### src/rtl/rf_pkg.sv
// Shared defaults and address-width derivation for the multi-port register file.
package rf_pkg;

    localparam int DATA_W_DEF    = 32;
    localparam int REG_COUNT_DEF = 32;
    localparam int NUM_RD_DEF    = 2;
    localparam int ZERO_REG_DEF  = 1;

    function automatic int addr_w(input int reg_count);
        return (reg_count > 1) ? $clog2(reg_count) : 1;
    endfunction

endpackage

### src/rtl/rf_scoreboard.sv
// Per-register busy bits: set by reservation, cleared by write, reservation wins on a tie.
module rf_scoreboard
    import rf_pkg::*;
#(
    parameter int  REG_COUNT = REG_COUNT_DEF,
    parameter int  NUM_RD    = NUM_RD_DEF,
    localparam int ADDR_W    = addr_w(REG_COUNT)
) (
    input  logic                     clock,
    input  logic                     reset,
    input  logic                     set_i,
    input  logic [ADDR_W-1:0]        set_addr_i,
    input  logic                     clr_i,
    input  logic [ADDR_W-1:0]        clr_addr_i,
    input  logic [NUM_RD*ADDR_W-1:0] rd_addr_i,
    output logic [NUM_RD-1:0]        rd_busy_o
);

    logic [REG_COUNT-1:0] busy_q;
    logic [REG_COUNT-1:0] busy_d;
    logic [REG_COUNT-1:0] set_mask_s;
    logic [REG_COUNT-1:0] clr_mask_s;
    logic [NUM_RD-1:0]    rd_busy_q;
    logic [NUM_RD-1:0]    rd_busy_d;

    // Next busy vector; the set mask is applied after the clear so a same-address reservation survives.
    always_comb begin
        set_mask_s = set_i ? ({{(REG_COUNT-1){1'b0}}, 1'b1} << set_addr_i) : {REG_COUNT{1'b0}};
        clr_mask_s = clr_i ? ({{(REG_COUNT-1){1'b0}}, 1'b1} << clr_addr_i) : {REG_COUNT{1'b0}};
        busy_d     = (busy_q & ~clr_mask_s) | set_mask_s;
    end

    // Read ports look at the post-update vector so they see this edge's set/clear.
    always_comb begin
        rd_busy_d = {NUM_RD{1'b0}};
        for (int k = 0; k < NUM_RD; k++) begin
            rd_busy_d[k] = busy_d[rd_addr_i[k*ADDR_W +: ADDR_W]];
        end
    end

    // Busy array and registered per-port flags.
    always_ff @(posedge clock or posedge reset) begin
        if (reset) begin
            busy_q    <= {REG_COUNT{1'b0}};
            rd_busy_q <= {NUM_RD{1'b0}};
        end else begin
            busy_q    <= busy_d;
            rd_busy_q <= rd_busy_d;
        end
    end

    assign rd_busy_o = rd_busy_q;

endmodule

### src/rtl/rf_mp.sv
// Flop-based multi-read-port register file with write-through bypass and a busy scoreboard.
module rf_mp
    import rf_pkg::*;
#(
    parameter int  DATA_W    = DATA_W_DEF,
    parameter int  REG_COUNT = REG_COUNT_DEF,
    parameter int  NUM_RD    = NUM_RD_DEF,
    parameter int  ZERO_REG  = ZERO_REG_DEF,
    localparam int ADDR_W    = addr_w(REG_COUNT)
) (
    input  logic                     clock,
    input  logic                     reset,
    input  logic [NUM_RD*ADDR_W-1:0] read_addr,
    output logic [NUM_RD*DATA_W-1:0] read_data,
    output logic [NUM_RD-1:0]        read_busy,
    input  logic                     write_enabled,
    input  logic [ADDR_W-1:0]        write_addr,
    input  logic [DATA_W-1:0]        write_data,
    input  logic                     reserve_enabled,
    input  logic [ADDR_W-1:0]        reserve_addr
);

    logic                     we_s;
    logic                     rsv_s;
    logic [DATA_W-1:0]        regs_q [REG_COUNT];
    logic [DATA_W-1:0]        regs_d [REG_COUNT];
    logic [NUM_RD*DATA_W-1:0] read_data_q;
    logic [NUM_RD*DATA_W-1:0] read_data_d;
    logic [ADDR_W-1:0]        rd_addr_s;

    // Register 0 is masked out here so storage, bypass and scoreboard all ignore it.
    assign we_s  = write_enabled   && !((ZERO_REG != 0) && (write_addr   == {ADDR_W{1'b0}}));
    assign rsv_s = reserve_enabled && !((ZERO_REG != 0) && (reserve_addr == {ADDR_W{1'b0}}));

    // Storage next state.
    always_comb begin
        for (int i = 0; i < REG_COUNT; i++) begin
            regs_d[i] = (we_s && (write_addr == ADDR_W'(i))) ? write_data : regs_q[i];
        end
    end

    // Read data next state with write-through bypass.
    always_comb begin
        read_data_d = {(NUM_RD*DATA_W){1'b0}};
        rd_addr_s   = {ADDR_W{1'b0}};
        for (int k = 0; k < NUM_RD; k++) begin
            rd_addr_s = read_addr[k*ADDR_W +: ADDR_W];
            read_data_d[k*DATA_W +: DATA_W] =
                (we_s && (write_addr == rd_addr_s)) ? write_data : regs_q[rd_addr_s];
        end
    end

    // Register array and registered read data.
    always_ff @(posedge clock or posedge reset) begin
        if (reset) begin
            for (int i = 0; i < REG_COUNT; i++) begin
                regs_q[i] <= {DATA_W{1'b0}};
            end
            read_data_q <= {(NUM_RD*DATA_W){1'b0}};
        end else begin
            for (int i = 0; i < REG_COUNT; i++) begin
                regs_q[i] <= regs_d[i];
            end
            read_data_q <= read_data_d;
        end
    end

    rf_scoreboard #(
        .REG_COUNT (REG_COUNT),
        .NUM_RD    (NUM_RD)
    ) u_scoreboard (
        .clock      (clock),
        .reset      (reset),
        .set_i      (rsv_s),
        .set_addr_i (reserve_addr),
        .clr_i      (we_s),
        .clr_addr_i (write_addr),
        .rd_addr_i  (read_addr),
        .rd_busy_o  (read_busy)
    );

    assign read_data = read_data_q;

endmodule

### config.mk
export PLATFORM = sky130hd
export DESIGN_NAME = rf_mp
export DESIGN_NICKNAME = d
export VERILOG_FILES = /design/src/rtl/rf_pkg.sv /design/src/rtl/rf_scoreboard.sv /design/src/rtl/rf_mp.sv
export SDC_FILE = /design/constraint.sdc
export NUM_CORES = 2
export LEC_CHECK = 0
export BUFFER_PORTS_ARGS = -buffer_cell sky130_fd_sc_hd__buf_2
export CAP_MARGIN = 20
export CORE_MARGIN = 2
export CORE_UTILIZATION = 60
export DETAILED_ROUTE_END_ITERATION = 16
export GPL_TIMING_DRIVEN = 1
export PLACE_DENSITY = 0.77
export SLEW_MARGIN = 20
export SYNTH_ARGS = -nofsm -noshare
export SYNTH_HDL_FRONTEND = slang
export SYNTH_HIERARCHICAL = 1
export SYNTH_SLANG_ARGS = --single-unit
### constraint.sdc
create_clock -name clock -period 42.9 [get_ports clock]
set_input_delay 4.29 -clock clock [delete_from_list [all_inputs] [get_ports clock]]
set_output_delay 4.29 -clock clock [all_outputs]
set_load 0.01 [all_outputs]
==> summary.md <==
| Metric | Value |
|---|---|
| Tot Pwr | 2990 uW |
| Fill cell count | 6564 |
| Vias | 36315 |
| Final period util | 18.5% |
| Hold EP | regs_q[1017] |
| Largest net degree at the start of global routing | 188 |
| Synth top area share | 48.8% |
| Setup violators final | 0 |
| Layout cell share with drive strength beyond 1 | 54.1% |
| CTS Sinks | 1122 |
| Yosys warnings | 6 |
| Area grow syn2layout | 8.33% |
| Die Y | 314 microns |
| CP startpoint kind | input pin |
| Leak Pwr | 0.0266 uW |
| Synthesized Nets | 3777 |
| Final hold viol count | 0 |
| Initial drt markers | 4359 |
| Hold Path Class | reg -> reg |
| Clk buf depth | 3 |
| # nets final | 3666 |
| Post-Layout Cell Count | 4967 |
| Initial core utilization | 60.5% |
| Number of global-route vias before repair | 37127 |
| Detail Route Antenna Nets | 0 |
| R2r startpoint | regs_q[769] |
| First-pass GRT wire length | 243000 microns |
| Number of distinct library cells after synthesis | 70 |
| Max Fclk | 126 MHz |
| Syn Std Cell Area | 57500 sq um |
| CTS root buf | clkbuf_16 |
| GPL Wtd Cong | 0.844 |
| DIE WIDTH | 314 microns |
| Die ar. | 98300 sq um |
| Clock skew | 14.4 ps |
| Min Tclk post-route | 7930 ps |
| TNS Setup | 0 ps |
| Synth Register Bits | 1122 |
| Cell taking the most area after synthesis | dfrtp_1 |
| Seq/Total Area, Yosys | 48.8% |
| Asr flop ratio synth | 100% |
| Pwr Density | 48.0 nW/um^2 |
| CTS Buf Count | 113 |
| Num rows | 113 |
| Crit Path Max Fanout | 71 |
| Most frequent cells in the layout | dfrtp_1 (1122), mux2_2 (1053), mux4_2 (517) |
| Relative slew slack | 21.5% |
| Final instance area | 62300 sq um |
| Clock insertion delay at the later pin of the skew report | 680 ps |
| Grt ovf | 0 |
| Critical path class | in -> reg |
| CTS tree | done |
| Count of flip-flops with a built-in enable after synthesis | 0 |
| Least-Margin Pin Slew | 1170 ps |
| Hold buffer count at cts | 0 |
| R2R cell count | 4 |
| R2r endpoint | read_data[33] |
| Mapped Cells | 3721 |
| Post-CTS Resized | 0 |
| GRT Total Usage | 33.3% |
| Initial antenna violation count | 2 |
| Outcome | finished, final reports clean |
| Top post-synthesis cells by area | dfrtp_1 (49%), mux2_2 (21%), mux4_2 (20%) |
| Most common cell after layout, fill and taps aside | dfrtp_1 |
| Area of the multi-input gates | 27500 sq um |
| Storage cell area | 28100 sq um |
| R2r setup slk | 40890 ps |
| Critical path arrival | 8490 ps |
| Cells after DPL | 4760 |
| Placed cell area | 58400 sq um |
| Max-slew violations | 0 |
| Critical hold path startpoint | regs_q[1017] |
| CP Capture Type | register |
| Unrepaired setup endpoints after global routing | false |
| CP Data Required Time | 43460 ps |
| IO buf count | 121 |
| Max_cap viols | 0 |
| Syn avg cell area | 15.5 sq um |
| Maximum vdd ir drop | 0.0330 mV |
| H-tree depth | 3 |
| Core box area | 95000 sq um |
| Hold path depth | 0 |
| Ys flop type | dfrtp_1 |
| Dpl hpwl | 84900 microns |
| DR vias/cell | 7.31 |
| Post-CTS Setup Bufs | 0 |
| Avg WL per Cell | 32.5 microns |
| Drt pass-1 iters | 5 |
| WL final | 161000 microns |
| CTS clk-pin slew, worst paths | 60 ps |
| DRC violations left | 0 |
| # IOs | 122 |
[power breakdown]
group | switching [uW] | internal (uW)
clock | 424 | 606
sequential | 142 | 1260
combinational | 216 | 343
total | 782 | 2210
[per-layer routing]
metal,wire length (microns),vias up,global-route usage [%],part of all wire (%)
li1,-,14343,-,-
met1,62300,19600,46.5,39
met2,76900,1948,52.1,48
met3,14900,422,6.15,9.2
met4,7270,2,14.6,4.5
met5,8,-,0,0.0050
[worst max-delay path, stage by stage]
cell	delay (ps)
buf_8	540
buf_4	790
buf_4	810
buf_4	740
mux4_2	590
o22ai_1	250
nor4_1	90
mux2_2	280
[sequential cells by signal, indices dropped and copies added, names as in the netlist]
register,cells
read_data,64
regs_q,1024
u_scoreboard/busy_q,32
u_scoreboard/rd_busy_o,2
[how the worst max path moves through the flow]
stage | from | slack [ps] | depth (start not counted) | end
after floorplan | reset | 7980 | 1 | read_data[0]
after global placement | read_addr[5] | 34150 | 8 | read_data[48]
after detailed placement | read_addr[5] | 34100 | 8 | read_data[48]
after CTS | read_addr[5] | 34810 | 8 | read_data[48]
after global routing | read_addr[5] | 34480 | 8 | read_data[48]
final | read_addr[5] | 34970 | 8 | read_data[48]
[metrics by stage]
step           utilization [%]  setup slack (ps)  hold slack, ps
4_1_cts                   65.5             34810             396
2_1_floorplan                -              7980             441
5_1_grt                   65.6             34480             409
6_report                  65.6             34970             396
3_5_place_dp              61.5             34100             382
3_3_place_gp              61.5             34150             376
[synthesized netlist by cell type (all sizes together) (4+ instances only)]
cell    instances
dfrtp        1122
mux2         1057
mux4          517
o22ai         255
buf           230
clkbuf        191
nor4           64
nand2          52
o21ai          52
nor2           24
nand3          17
nand2b         14
nand3b          8
nand4b          8
inv             7
nor2b           7
mux2i           6
nand4           6
or3b            6
xnor2           6
a21oi           5
nor3            5
nor3b           5
or2             4
xor2            4
[cells by family (layout without fill, tap and decap cells)]
kind of cell / count (synthesis) / in the layout / synth area share (%)
muxes: 1580 / 1580 / 41.1
DFF: 1122 / 1122 / 48.8
buffers and inverters: 428 / 408 / 3.71
AOI/OAI and AO/OA: 341 / 341 / 3.74
and+or+nand+nor: 240 / 240 / 2.51
xor gates and xnor gates: 10 / 10 / 0.152
other: 0 / 1 / 0
[cell type report]
type	count	area share [%]
Multi-Input combinational cell	2171	44.1
Timing Repair Buffer	195	1.99
Sequential cell	1122	45.1
Clock buffer	163	5.26
Inverter	7	0.0542
Antenna cell	1	0.00402
Clock inverter	43	0.920
Tap cell	1265	2.54
(Power assumes the default switching activity.)
